--- src/rtl/fb_scanout.sv ---
`default_nettype none
// ==========================================================================
// fb_scanout : streams a ROW x ROW frame from shared image memory to a
//              valid/ready pixel consumer with SOL/EOF markers. Rev 1.0
// ==========================================================================
module fb_scanout #(
  parameter int AW    = 20,
  parameter int DW    = 24,
  parameter int ROW   = 256,
  parameter int DEPTH = 4
) (
  input  logic          clk,
  input  logic          reset,
  input  logic          start,
  input  logic [AW-1:0] fb_addr,
  output logic          mem_req,
  input  logic          mem_gnt,
  output logic [AW-1:0] im_a,
  output logic          im_oe,
  input  logic [DW-1:0] im_q,
  output logic [DW-1:0] pix_data,
  output logic          pix_valid,
  input  logic          pix_ready,
  output logic          pix_sol,
  output logic          pix_eof,
  output logic          busy,
  output logic          done
);

  localparam int NPIX = ROW * ROW;
  localparam int CW   = $clog2(NPIX) + 1;
  localparam int PW   = $clog2(DEPTH);

  localparam logic [CW-1:0] C_NPIX  = CW'(NPIX);
  localparam logic [CW-1:0] C_LAST  = CW'(NPIX - 1);
  localparam logic [CW-1:0] C_ROW   = CW'(ROW);
  localparam logic [PW:0]   C_DEPTH = (PW+1)'(DEPTH);

  localparam logic [1:0] S_IDLE  = 2'd0;
  localparam logic [1:0] S_FETCH = 2'd1;
  localparam logic [1:0] S_DRAIN = 2'd2;

  logic [1:0]    state_q, state_d;
  logic [AW-1:0] base_q, base_d;
  logic [AW-1:0] last_a_q, last_a_d;
  logic [CW-1:0] rd_cnt_q, rd_cnt_d;
  logic [CW-1:0] out_cnt_q, out_cnt_d;
  logic          inflight_q, inflight_d;
  logic [PW-1:0] wr_ptr_q, wr_ptr_d;
  logic [PW-1:0] rd_ptr_q, rd_ptr_d;
  logic [PW:0]   count_q, count_d;
  logic [DW-1:0] fifo_mem_q [DEPTH];
  logic [DW-1:0] fifo_mem_d [DEPTH];

  logic          start_ok, issue, push, pop;
  logic [PW:0]   occ;

  always_ff @(posedge clk or posedge reset) begin
    if (reset) state_q <= S_IDLE;
    else       state_q <= state_d;
  end

  always_comb begin
    state_d = state_q;
    case (state_q)
      S_IDLE:  if (start)               state_d = S_FETCH;
      S_FETCH: if (rd_cnt_d == C_NPIX)  state_d = S_DRAIN;
      S_DRAIN: if (out_cnt_q == C_NPIX) state_d = S_IDLE;
      default:                          state_d = S_IDLE;
    endcase
  end

  // Occupancy counts the read still in flight so the FIFO can never overflow.
  always_comb begin
    mem_req   = (state_q == S_FETCH);
    busy      = (state_q != S_IDLE);
    done      = (state_q == S_DRAIN) && (out_cnt_q == C_NPIX);
    occ       = count_q + {{PW{1'b0}}, inflight_q};
    issue     = mem_req && mem_gnt && (occ < C_DEPTH) && (rd_cnt_q < C_NPIX);
    im_oe     = issue;
    im_a      = issue ? (base_q + AW'(rd_cnt_q)) : last_a_q;
    pix_valid = (count_q != '0);
    pix_data  = fifo_mem_q[rd_ptr_q];
    pix_sol   = pix_valid && ((out_cnt_q % C_ROW) == '0);
    pix_eof   = pix_valid && (out_cnt_q == C_LAST);
  end

  always_comb begin
    start_ok   = (state_q == S_IDLE) && start;
    push       = inflight_q;
    pop        = pix_valid && pix_ready;
    base_d     = start_ok ? fb_addr : base_q;
    inflight_d = issue;
    last_a_d   = issue ? im_a : last_a_q;
    rd_cnt_d   = rd_cnt_q;
    out_cnt_d  = out_cnt_q;
    if (start_ok) begin
      rd_cnt_d  = '0;
      out_cnt_d = '0;
    end else begin
      if (issue) rd_cnt_d  = rd_cnt_q + 1'b1;
      if (pop)   out_cnt_d = out_cnt_q + 1'b1;
    end
    wr_ptr_d   = push ? wr_ptr_q + 1'b1 : wr_ptr_q;
    rd_ptr_d   = pop  ? rd_ptr_q + 1'b1 : rd_ptr_q;
    count_d    = count_q + {{PW{1'b0}}, push} - {{PW{1'b0}}, pop};
    fifo_mem_d = fifo_mem_q;
    if (push) fifo_mem_d[wr_ptr_q] = im_q;
  end

  always_ff @(posedge clk or posedge reset) begin
    if (reset) begin
      base_q     <= '0;
      last_a_q   <= '0;
      rd_cnt_q   <= '0;
      out_cnt_q  <= '0;
      inflight_q <= 1'b0;
      wr_ptr_q   <= '0;
      rd_ptr_q   <= '0;
      count_q    <= '0;
      fifo_mem_q <= '{default: '0};
    end else begin
      base_q     <= base_d;
      last_a_q   <= last_a_d;
      rd_cnt_q   <= rd_cnt_d;
      out_cnt_q  <= out_cnt_d;
      inflight_q <= inflight_d;
      wr_ptr_q   <= wr_ptr_d;
      rd_ptr_q   <= rd_ptr_d;
      count_q    <= count_d;
      fifo_mem_q <= fifo_mem_d;
    end
  end

  always @(posedge clk) begin
    if (!reset) assert (!(push && !pop && (count_q == C_DEPTH)));
  end

endmodule
`default_nettype wire
--- config.mk ---
export PLATFORM = sky130hd
export DESIGN_NAME = fb_scanout
export DESIGN_NICKNAME = d
export VERILOG_FILES = /design/src/rtl/fb_scanout.sv
export SDC_FILE = /design/constraint.sdc
export NUM_CORES = 1
export LEC_CHECK = 0
export CAP_MARGIN = 20
export CELL_PAD_IN_SITES_DETAIL_PLACEMENT = 1
export CELL_PAD_IN_SITES_GLOBAL_PLACEMENT = 2
export CORE_MARGIN = 4
export CORE_UTILIZATION = 25
export DETAILED_ROUTE_END_ITERATION = 16
export PLACE_DENSITY = 0.65
export SYNTH_ARGS = -nofsm -noshare
export SYNTH_HDL_FRONTEND = slang
export SYNTH_SLANG_ARGS = --single-unit
--- constraint.sdc ---
create_clock -name clk -period 13.11 [get_ports clk]
set_clock_uncertainty 0.2 [all_clocks]
set_input_delay 2.622 -clock clk [delete_from_list [all_inputs] [get_ports clk]]
set_output_delay 2.622 -clock clk [all_outputs]
set_load 0.01 [all_outputs]
# Word level (Yosys, flattened, before mapping)
# Index checks and enable logic that the tools add are counted.
[op_classes] addsub=7 reduce_logical=15 bitwise=2 mux=15 n_lt_le_gt_ge=5 n_eq_ne=8
[ops] op="bitwise mux 96 bit" count=1
[ops] op="2-to-1 mux 24 bit" count=3
[ops] op="2-to-1 mux 17 bit" count=4
[ops] op="binary-select mux 24 bit (select 2 bit)" count=1
[ops] op="demux 24 bit (select 2 bit)" count=1
[ops] op="adder 17 x 1 -> 17 bit (second input constant)" count=2
[ops] op="equality test 17 bit (second input constant)" count=2
[ops] op="adder 20 x 17 -> 20 bit" count=1
[ops] op="2-to-1 mux 20 bit" count=1
[ops] op="equality test 17 x 16 -> 1 bit (second input constant)" count=1
[ops] op="zero test 17 bit" count=1
[ops] op="< comparator 17 bit (second input constant)" count=1
[ops] op="logical AND 1 bit" count=9
[ops] op=">= comparator 3 bit (second input constant)" count=2
[ops] op="2-to-1 mux 2 bit" count=3
[ops] op="inverter 2 -> 3 bit" count=2
[ops] op="case mux 2 bit (3 select lines)" count=1
[ops] op="adder 2 x 1 -> 2 bit (second input constant)" count=2
[ops] op="inequality test 2 x 1 -> 1 bit (second input constant)" count=2
[ops] op="nonzero test 2 bit" count=2
[ops] op="adder 3 x 1 -> 3 bit" count=1
[ops] op="< comparator 3 x 1 -> 1 bit (second input constant)" count=1
[ops] op="< comparator 3 bit (second input constant)" count=1
[ops] op="AND reduction 3 bit" count=1
[ops] op="6 further kinds" count=6
[totals] in_bits=49 register_bits=180 out_inout_bits=51

# Logic depth before layout (Yosys ltp)
# Gate-level depths: netlist (run 1).
[logic_depth] depth_word=9 depth_mapped=11 ltp_nobuf=11

# Worst setup path after synthesis (run 1)
# OpenSTA, ideal clock, no wires.
[synth_path] kind="input-to-output" start="in mem_gnt" end="out im_a[16]" cell_stages=7 arrival_ns=3.903 required_time_ns=10.288 slack_ns=6.385 n_path_buf=1 cell_sequence="and4bb_2 -> nand2_4 -> inv_2 -> clkbuf_1 -> o221ai_1 -> o21ai_0 -> o21ai_0"
[synth_via] elab_chain_cells=4
[synth_lines] item="start, declared" line="17" source="input logic mem_gnt,"
[synth_lines] item="logical AND 1 bit (3 in a row)" line="79" source="issue = mem_req && mem_gnt && (occ < C_DEPTH) && (rd_cnt_q < C_NPIX);"
[synth_lines] item="net im_oe" line="19" source="output logic im_oe,"
[synth_lines] item="2-to-1 mux 20 bit" line="81" source="im_a = issue ? (base_q + AW'(rd_cnt_q)) : last_a_q;"
[synth_lines] item="end, declared" line="18" source="output logic [AW-1:0] im_a,"
# The timed path passes the listed nets, and every way through them passes these cells.

# Final worst setup path (run 1)
[layout_path] start="in mem_gnt" end="out im_a[19]"
[layout_via] elab_chain_cells=4
[layout_lines] item="logical AND 1 bit (3 in a row)" line="79"
[layout_lines] item="2-to-1 mux 20 bit" line="81"
# Every way passes these cells.

==> results of run 1 <==
==> layer usage <==
layer	GRT usage	up-vias	routed length, um
met4	0.0357	0	240
met1	0.171	3052	11000
met5	0	-	0
met3	0.0229	10	530
met2	0.189	66	10500
li1	-	2775	-
==> worst max-delay path, stage by stage <==
cell and delay [ns]:
clkdlybuf4s50_1 0.48, and4bb_2 0.33, nand2_4 0.30, inv_2 0.43, nand2_1 0.09, mux2_2 0.28
nand2_1 0.06, clkdlybuf4s50_1 0.61
==> area by class of cell <==
type / instances / area [um^2]
diodes: 1 / 2.50
repair buffers: 110 / 1090
multi-input cells: 490 / 4070
flip-flops and latches: 180 / 4500
clock inverters: 12 / 121
well taps: 455 / 569
inverters: 18 / 72.6
fillers: 3796 / 23700
clock buffers: 18 / 439
==> path summary, 6_finish.rpt <==
kind                                           from                          to  slack [ns]  cells past startpoint
setup / recovery                            mem_gnt                    im_a[19]        5.07                      8
hold / removal             last_a_q[10]$_DFFE_PP0N_    last_a_q[10]$_DFFE_PP0N_        0.27                      2
setup reg to reg               inflight_q$_DFF_PP0_      state_q[0]$_DFFE_PP0P_        8.98                     11
hold reg to reg            last_a_q[10]$_DFFE_PP0N_    last_a_q[10]$_DFFE_PP0N_        0.27                      2
max in group asynchronous                     reset        count_q[1]$_DFF_PP0_        9.20                      3
min in group asynchronous                     reset  fifo_mem_q[31]$_DFFE_PP0P_        2.37                      2
==> state kept, by name, summed over array words and instances, names as in the netlist <==
register,flops
base_q,20
count_q,3
fifo_mem_q,96
inflight_q,1
last_a_q,20
out_cnt_q,17
rd_cnt_q,17
rd_ptr_q,2
state_q,2
wr_ptr_q,2
==> cells in the final DEF (no fill, tap or decap), types with 8 or more instances in the layout <==
| master | count |
|---|---|
| nor2_1 | 39 |
| and3_1 | 11 |
| xor2_1 | 21 |
| or3_1 | 12 |
| buf_4 | 10 |
| clkdlybuf4s50_1 | 99 |
| nand3_1 | 8 |
| xnor2_1 | 19 |
| dfrtp_1 | 180 |
| nand4_1 | 9 |
| mux2_2 | 116 |
| inv_1 | 16 |
| a21o_1 | 10 |
| ha_1 | 29 |
| nand2_1 | 66 |
| a21oi_1 | 19 |
| o21ai_0 | 48 |
| clkbuf_16 | 17 |
| mux4_2 | 24 |
==> cells by family after synthesis <==
family / after synthesis / share of synthesized area
AOI/OAI and AO/OA: 103 / 0.0696
xor gates and xnor gates: 41 / 0.0419
adders and majority gates: 30 / 0.0437
buffers and inverters: 48 / 0.0206
DFF: 180 / 0.515
muxes: 142 / 0.213
and+or+nand+nor: 174 / 0.0965
==> where the power goes <==
part | switching (mW) | internal, mW
combinational | 0.354 | 0.500
sequential | 0.116 | 0.752
clock | 0.236 | 0.269
total | 0.706 | 1.52
==> through the flow <==
| stage | util | hold slack (ns) | cells |
|---|---|---|---|
| 2_1_floorplan | - | 0.233 | 718 |
| 3_5_place_dp | 0.298 | 0.260 | 1252 |
| 3_3_place_gp | 0.298 | 0.250 | 1252 |
| 6_report | 0.315 | 0.268 | 1284 |
| 5_1_grt | 0.315 | 0.297 | 1283 |
| 4_1_cts | 0.314 | 0.276 | 1282 |
==> results.cfg, run 1 <==
[route]
antenna_left = 0
wl_per_cell_um = 17.3
drtIter0Drc = 288
remaining_drc_errors = 0
vias = 5903
wirelength_um = 22200
vias_per_cell = 4.60
first_pass_iters = 4

[critical_path]
critPathCaptureType = output pin
path_max_fanout = 55
critPathLaunchType = input port
crit_required_ns = 10.29
critPathKind = input port to output pin
worstPathArrival_ns = 5.21

[synthesis]
ys_ff_latch = 180
synth_ff_type = dfrtp_1
synthTopCellsByArea = dfrtp_1, mux2_2, mux4_2
postSynth.asyncResetShare = 1.00
yosysMostFrequentCell = dfrtp_1
yosysUniqueCellTypes = 50
yosys.area.top_type = dfrtp_1
ys_warn_count = 0
synth_area_per_cell_um2 = 12.2
ys_top_cells_by_count = dfrtp_1, mux2_2, nand2_1
syn_area_mm2 = 0.00875
synthCells = 718
syn_nets = 797
synth_edf_count = 0
yosysSeqAreaShare = 0.515
netlist.area_leader.share = 0.515

[timing]
slew_violations = 0
max_freq_ghz = 0.124
worstMarginPinSlew_ns = 0.941
slew_headroom = 0.371
finalHoldViolCount = 0
rsz0062_at_grt = no
fin_tns_setup_ns = 0
period_share = 0.613
post-route-min-period_ns = 8.04
setup_violations = 0
setup_slack_ns = 5.07

[grt]
grt_pass1_wl_um = 36300
grt_max_degree = 78
grt_overflow_total = 0
grtUsageTotal = 0.121
grt_pass1_vias = 6256
antenna_found_initial = 0

[floorplanning]
die_h_um = 195
core_mm2 = 0.0345
start_util = 0.253
dieArea_mm2 = 0.0381
rows = 68
dieWidth_um = 195
ios = 100

[clock_network]
h-tree-depth = 4
hold_buffers = 0
clk_path_buf_depth = 2
clock_sinks = 180
clk_latency_ns = 0.44
numCtsBuffers = 17
cts-resized-gates = 0
cts_tree = built
clkSlewWorstSetupHoldPaths_ns = 0.07
cts-root-buf = clkbuf_16
cts_setup_buffers = 0

[power]
peakVddDrop_mv = 0.103
powerDensity_mw_per_mm2 = 205
p_total_mw = 2.23
p_leak_nw = 4.71

[run_status]
status = finished, final reports clean

[place]
place_area_mm2 = 0.0103
post-place-ws_ns = 5.04
dp_hpwl_um = 15100
gp_congestion = 0.725
portBuffers = 99

[layout]
stdcell_area_mm2 = 0.0109
fin_nets = 896
area.growth.synth_to_final_pct = 24.2
drive_gt1_frac = 0.228

[min_path]
hold_class = register to register

[run]
drv_cap = 0
No activity file was read; power rests on OpenSTA's default activity.
==> inputs of run 2 (changes only) <==
--- a/config.mk
+++ b/config.mk
@@ -11,7 +11,7 @@
 export CORE_MARGIN = 4
 export CORE_UTILIZATION = 25
 export DETAILED_ROUTE_END_ITERATION = 16
-export PLACE_DENSITY = 0.65
+export PLACE_DENSITY = 0.67
 export SYNTH_ARGS = -nofsm -noshare
 export SYNTH_HDL_FRONTEND = slang
 export SYNTH_SLANG_ARGS = --single-unit
==> constraint.sdc (replaced) <==
create_clock -name clk -period 6.75 [get_ports clk]
set_clock_uncertainty 0.2 [all_clocks]
set_input_delay 1.35 -clock clk [delete_from_list [all_inputs] [get_ports clk]]
set_output_delay 1.35 -clock clk [all_outputs]
set_load 0.01 [all_outputs]
==> results.cfg, run 2 (synthesized netlist as in run 1, its figures left out) <==
[grt]
grt_pass1_wl_um = 35500
antenna_found_initial = 0
grt_pass1_vias = 6243
grt_max_degree = 100
grt_overflow_total = 0
grtUsageTotal = 0.118

[clock_network]
hold_buffers = 0
h-tree-depth = 4
clock_sinks = 180
numCtsBuffers = 17
clkSlewWorstSetupHoldPaths_ns = 0.07
cts_setup_buffers = 0
cts-root-buf = clkbuf_16
clk_path_buf_depth = 2
cts_tree = built
clk_latency_ns = 0.44
cts-resized-gates = 0

[layout]
nFillCells = 3848
mostFrequentLayoutCells = dfrtp_1, mux2_2, clkdlybuf4s50_1
drive_gt1_frac = 0.227
fin_nets = 895
regMostFlops = fifo_mem_q
largest_registers = fifo_mem_q: 96 flops, base_q: 20 flops, last_a_q: 20 flops
area.growth.synth_to_final_pct = 24.2
stdcell_area_mm2 = 0.0109
fin_util = 0.315
antenna_cells = 0
layout_commonest_cell = dfrtp_1
largest_register_ffs = 96

[timing]
period_share = 0.813
max_freq_ghz = 0.182
worstMarginPinSlew_ns = 0.969
rsz0062_at_grt = no
setup_slack_ns = 1.26
slew_violations = 0
post-route-min-period_ns = 5.49
setup_violations = 0
finalHoldViolCount = 0
fin_tns_setup_ns = 0
slew_headroom = 0.354

[place]
gp_congestion = 0.735
place_area_mm2 = 0.0103
dp_hpwl_um = 14800
portBuffers = 99
post-place-ws_ns = 1.23

[floorplanning]
die_h_um = 195
dieWidth_um = 195
ios = 100
start_util = 0.253
dieArea_mm2 = 0.0381
rows = 68
core_mm2 = 0.0345

[critical_path]
crit_chain = ha_1 > o21ai_0 > o211ai_1 > nand2_1 > or3_1 > a311oi_1 > a31oi_1 > mux2_2 > nand2_1 > clkdlybuf4s50_1
critPathLaunchType = register
critPathSlowestCell = clkdlybuf4s50_1
critPathCapture = im_a[19]
critPathKind = register to output pin
ff2ff_setup_slack_ns = 2.70
critPathCaptureType = output pin
max_stage_delay_ns = 0.61
timing.rr.end = state_q[0]$_DFFE_PP0P_
crit_required_ns = 5.20
timing.rr.start = inflight_q$_DFF_PP0_
crit_top_cell = nand2_1
worstPathArrival_ns = 3.94
reg2regPathDepth = 11
worstSetupStartpoint = rd_cnt_q[2]$_DFF_PP0_
path_max_fanout = 7

[route]
drtIter0Drc = 317
vias_per_cell = 4.56
wl_per_cell_um = 17.0
remaining_drc_errors = 0
vias = 5850
wirelength_um = 21800
first_pass_iters = 4
antenna_left = 0

[power]
p_total_mw = 4.34
p_leak_nw = 4.71
powerDensity_mw_per_mm2 = 400
peakVddDrop_mv = 0.195

[run]
drv_cap = 0

[run_status]
status = finished, final reports clean

[min_path]
hold_class = register to register
[run 2: changes by cell type in the layout (fill, tap and decap cells not counted)]
cell / change
clkinv_2: -1
clkinvlp_4: -2
buf_16: -1
clkinv_4: +1
inv_6: -1
clkbuf_1: +2
inv_8: +2
clkinv_8: +1
diode_2: -1
[run 2: worst min path at each step]
| stage | startpoint | to | slack, ns | depth (start not counted) |
|---|---|---|---|---|
| after floorplan | last_a_q[14]$_DFFE_PP0N_ | last_a_q[14]$_DFFE_PP0N_ | 0.23 | 2 |
| after global placement | last_a_q[14]$_DFFE_PP0N_ | last_a_q[14]$_DFFE_PP0N_ | 0.25 | 2 |
| after detailed placement | last_a_q[6]$_DFFE_PP0N_ | last_a_q[6]$_DFFE_PP0N_ | 0.26 | 2 |
| after CTS | last_a_q[12]$_DFFE_PP0N_ | last_a_q[12]$_DFFE_PP0N_ | 0.28 | 2 |
| after global routing | last_a_q[0]$_DFFE_PP0N_ | last_a_q[0]$_DFFE_PP0N_ | 0.29 | 2 |
| final | last_a_q[12]$_DFFE_PP0N_ | last_a_q[12]$_DFFE_PP0N_ | 0.27 | 2 |
[run 2: power by group]
part           total (mW)  switching (mW)  leakage (nW)  internal, mW
Clock                1.00           0.466         0.284         0.535
Combinational        1.67           0.702          2.21         0.970
Sequential           1.67           0.209          2.22          1.46
Total                4.34            1.38          4.71          2.97
[run 2: through the flow]
stage,hold slack (ns),cells
final,0.269,1284
after global routing,0.288,1284
after CTS,0.276,1284
after detailed placement,0.259,1252
after global placement,0.248,1252
after floorplan,0.233,718
[run 2: cell type report]
| class | count | area, um^2 | share of cell area |
|---|---|---|---|
| Tap cell | 455 | 569 | 0.0524 |
| Sequential cell | 180 | 4500 | 0.414 |
| Clock inverter | 12 | 140 | 0.0129 |
| Timing Repair Buffer | 109 | 1070 | 0.0981 |
| Multi-Input combinational cell | 490 | 4070 | 0.374 |
| Clock buffer | 20 | 447 | 0.0411 |
| Inverter | 18 | 72.6 | 0.00668 |
[run 2: metal layers]
layer,GRT usage,vias to the layer above,share of wire
li1,-,2775,-
met1,0.162,2984,0.49
met2,0.188,75,0.47
met3,0.0278,16,0.027
met4,0.0310,0,0.012
met5,0,-,0
[run 2: worst max-delay path, delay by kind of cell (launching register included)]
| family | cells | cell delay [ns] |
|---|---|---|
| AOI/OAI and AO/OA | 4 | 1.10 |
| buffers and inverters | 1 | 0.61 |
| DFF | 1 | 0.47 |
| and+or+nand+nor | 3 | 0.59 |
| adders and majority gates | 1 | 0.40 |
| muxes | 1 | 0.33 |
==> inputs of run 3 (changes only) <==
--- a/config.mk
+++ b/config.mk
@@ -11,7 +11,7 @@
 export CORE_MARGIN = 4
 export CORE_UTILIZATION = 25
 export DETAILED_ROUTE_END_ITERATION = 16
-export PLACE_DENSITY = 0.67
+export PLACE_DENSITY = 0.65
 export SYNTH_ARGS = -nofsm -noshare
 export SYNTH_HDL_FRONTEND = slang
 export SYNTH_SLANG_ARGS = --single-unit
==> constraint.sdc (replaced) <==
create_clock -name clk -period 5.7 [get_ports clk]
set_clock_uncertainty 0.2 [all_clocks]
set_input_delay 1.14 -clock clk [delete_from_list [all_inputs] [get_ports clk]]
set_output_delay 1.14 -clock clk [all_outputs]
set_load 0.01 [all_outputs]
==> results.cfg, run 3 (synthesized netlist as in run 1, its figures left out) <==
[run_status]
status = finished, final reports clean

[critical_path]
critPathLaunchType = register
ff2ff_setup_slack_ns = 1.98
crit_required_ns = 4.36
path_max_fanout = 8
crit_chain = ha_1 > fa_1 > a211oi_1 > nor2_1 > o311ai_0 > a21oi_1 > o21ai_0 > mux2i_1 > o21ai_0 > clkdlybuf4s50_1
cp.buffers_inverters = 1
crit_top_cell = o21ai_0
timing.rr.start = inflight_q$_DFF_PP0_
worstSetupStartpoint = rd_cnt_q[0]$_DFF_PP0_
worstPathArrival_ns = 3.92
critPathKind = register to output pin
critPathCaptureType = output pin
max_stage_delay_ns = 0.60
critical-path-top-delay-family = compound AO/OA/AOI/OAI gates
reg2regPathDepth = 11
critPathSlowestCell = clkdlybuf4s50_1
timing.rr.end = state_q[1]$_DFFE_PP0P_

[timing]
period_share = 0.923
setup_violations = 0
worstMarginPinSlew_ns = 0.979
slew_violations = 0
slew_headroom = 0.346
post-route-min-period_ns = 5.26
rsz0062_at_grt = no
fin_tns_setup_ns = 0
finalHoldViolCount = 0
max_freq_ghz = 0.190

[power]
p_leak_nw = 4.74
peakVddDrop_mv = 0.234
powerDensity_mw_per_mm2 = 478

[route]
drtIter0Drc = 334
remaining_drc_errors = 0
vias_per_cell = 4.59
wirelength_um = 22100
vias = 5897
first_pass_iters = 4
wl_per_cell_um = 17.2
antenna_left = 0

[grt]
grtUsageTotal = 0.118
grt_max_degree = 106
grt_pass1_vias = 6266
antenna_found_initial = 0
grt_overflow_total = 0
grt_pass1_wl_um = 35700

[clock_network]
cts_setup_buffers = 0
clk_path_buf_depth = 2
clk_latency_ns = 0.44
numCtsBuffers = 17
hold_buffers = 0
cts-resized-gates = 0
h-tree-depth = 4
clock_sinks = 180
cts-root-buf = clkbuf_16
clkSlewWorstSetupHoldPaths_ns = 0.07
cts_tree = built

[place]
gp_congestion = 0.720
portBuffers = 99
dp_hpwl_um = 15100

[layout]
fin_nets = 898
regMostFlops = fifo_mem_q
antenna_cells = 0
area.growth.synth_to_final_pct = 24.8
drive_gt1_frac = 0.230
layout_commonest_cell = dfrtp_1
largest_registers = fifo_mem_q: 96 flops, base_q: 20 flops, last_a_q: 20 flops
largest_register_ffs = 96
fin_util = 0.316
mostFrequentLayoutCells = dfrtp_1, mux2_2, clkdlybuf4s50_1

[min_path]
worstHoldStart = last_a_q[11]$_DFFE_PP0N_
hold_path_depth = 2
hold_class = register to register
min_to = last_a_q[11]$_DFFE_PP0N_

[floorplanning]
dieArea_mm2 = 0.0381
ios = 100
die_h_um = 195
rows = 68
core_mm2 = 0.0345
dieWidth_um = 195
start_util = 0.253

[run]
drv_cap = 0
==> run 3: cell types whose count changed in the layout (fill, tap and decap cells not counted) <==
cell       previous run  this run
inv_8                 3         1
clkinv_4              4         3
inv_6                 3         4
bufinv_16             1         3
clkbuf_1              2         0
clkinv_2              0         1
clkinv_8              1         0
buf_4                10        12
buf_12                0         1
==> run 3: worst max path at each step <==
stage,endpoint,slack (ns),cells after the start
4_1_cts,im_a[16],0.32,10
6_report,im_a[16],0.44,10
3_5_place_dp,im_a[16],0.83,10
2_1_floorplan,im_a[18],1.78,10
5_1_grt,im_a[18],0.14,11
3_3_place_gp,im_a[19],0.86,7
==> run 3: worst reg2reg max path, stage by stage, from the launching register on <==
cell	delay [ns]
dfrtp_1	0.47
ha_1	0.24
ha_1	0.21
xnor2_2	0.42
nand2_4	0.21
inv_2	0.29
nand2_1	0.11
xnor2_1	0.18
a2111o_1	0.42
or4_1	0.41
nor4_2	0.30
a22o_1	0.20
==> run 3: cell type report <==
class	instances	area (um^2)
multi-input combinational	490	4070
clock inverter	12	168
inverter	18	71.3
clock buffer	18	439
tap	455	569
timing repair buffer	112	1100
sequential	180	4500
fill	3783	23600
==> run 3: layer usage <==
metal	global-route usage	vias to the layer above	part of all wire	routed length, um
met5	0	-	0	0
met1	0.168	3032	0.50	11000
li1	-	2779	-	-
met4	0.0349	0	0.013	276
met2	0.182	70	0.46	10200
met3	0.0238	16	0.025	548
==> run 3: report_power, final <==
| group | leakage [nW] | internal, mW | switching (mW) |
|---|---|---|---|
| clock network | 0.300 | 0.708 | 0.548 |
| registers | 2.22 | 1.73 | 0.248 |
| logic | 2.22 | 1.15 | 0.838 |
| total | 4.74 | 3.59 | 1.63 |
==> run 3: per-stage QoR <==
stage	power [mW]	hold slack [ns]	area, um^2	std cells	setup slack, ns
floorplan	3.21	0.233	8760	718	1.78
global placement	3.99	0.252	10300	1255	0.861
detailed placement	4.04	0.259	10300	1255	0.831
CTS	5.32	0.274	10900	1285	0.318
global route	5.57	0.302	10900	1285	0.140
finish	5.22	0.269	10900	1285	0.437
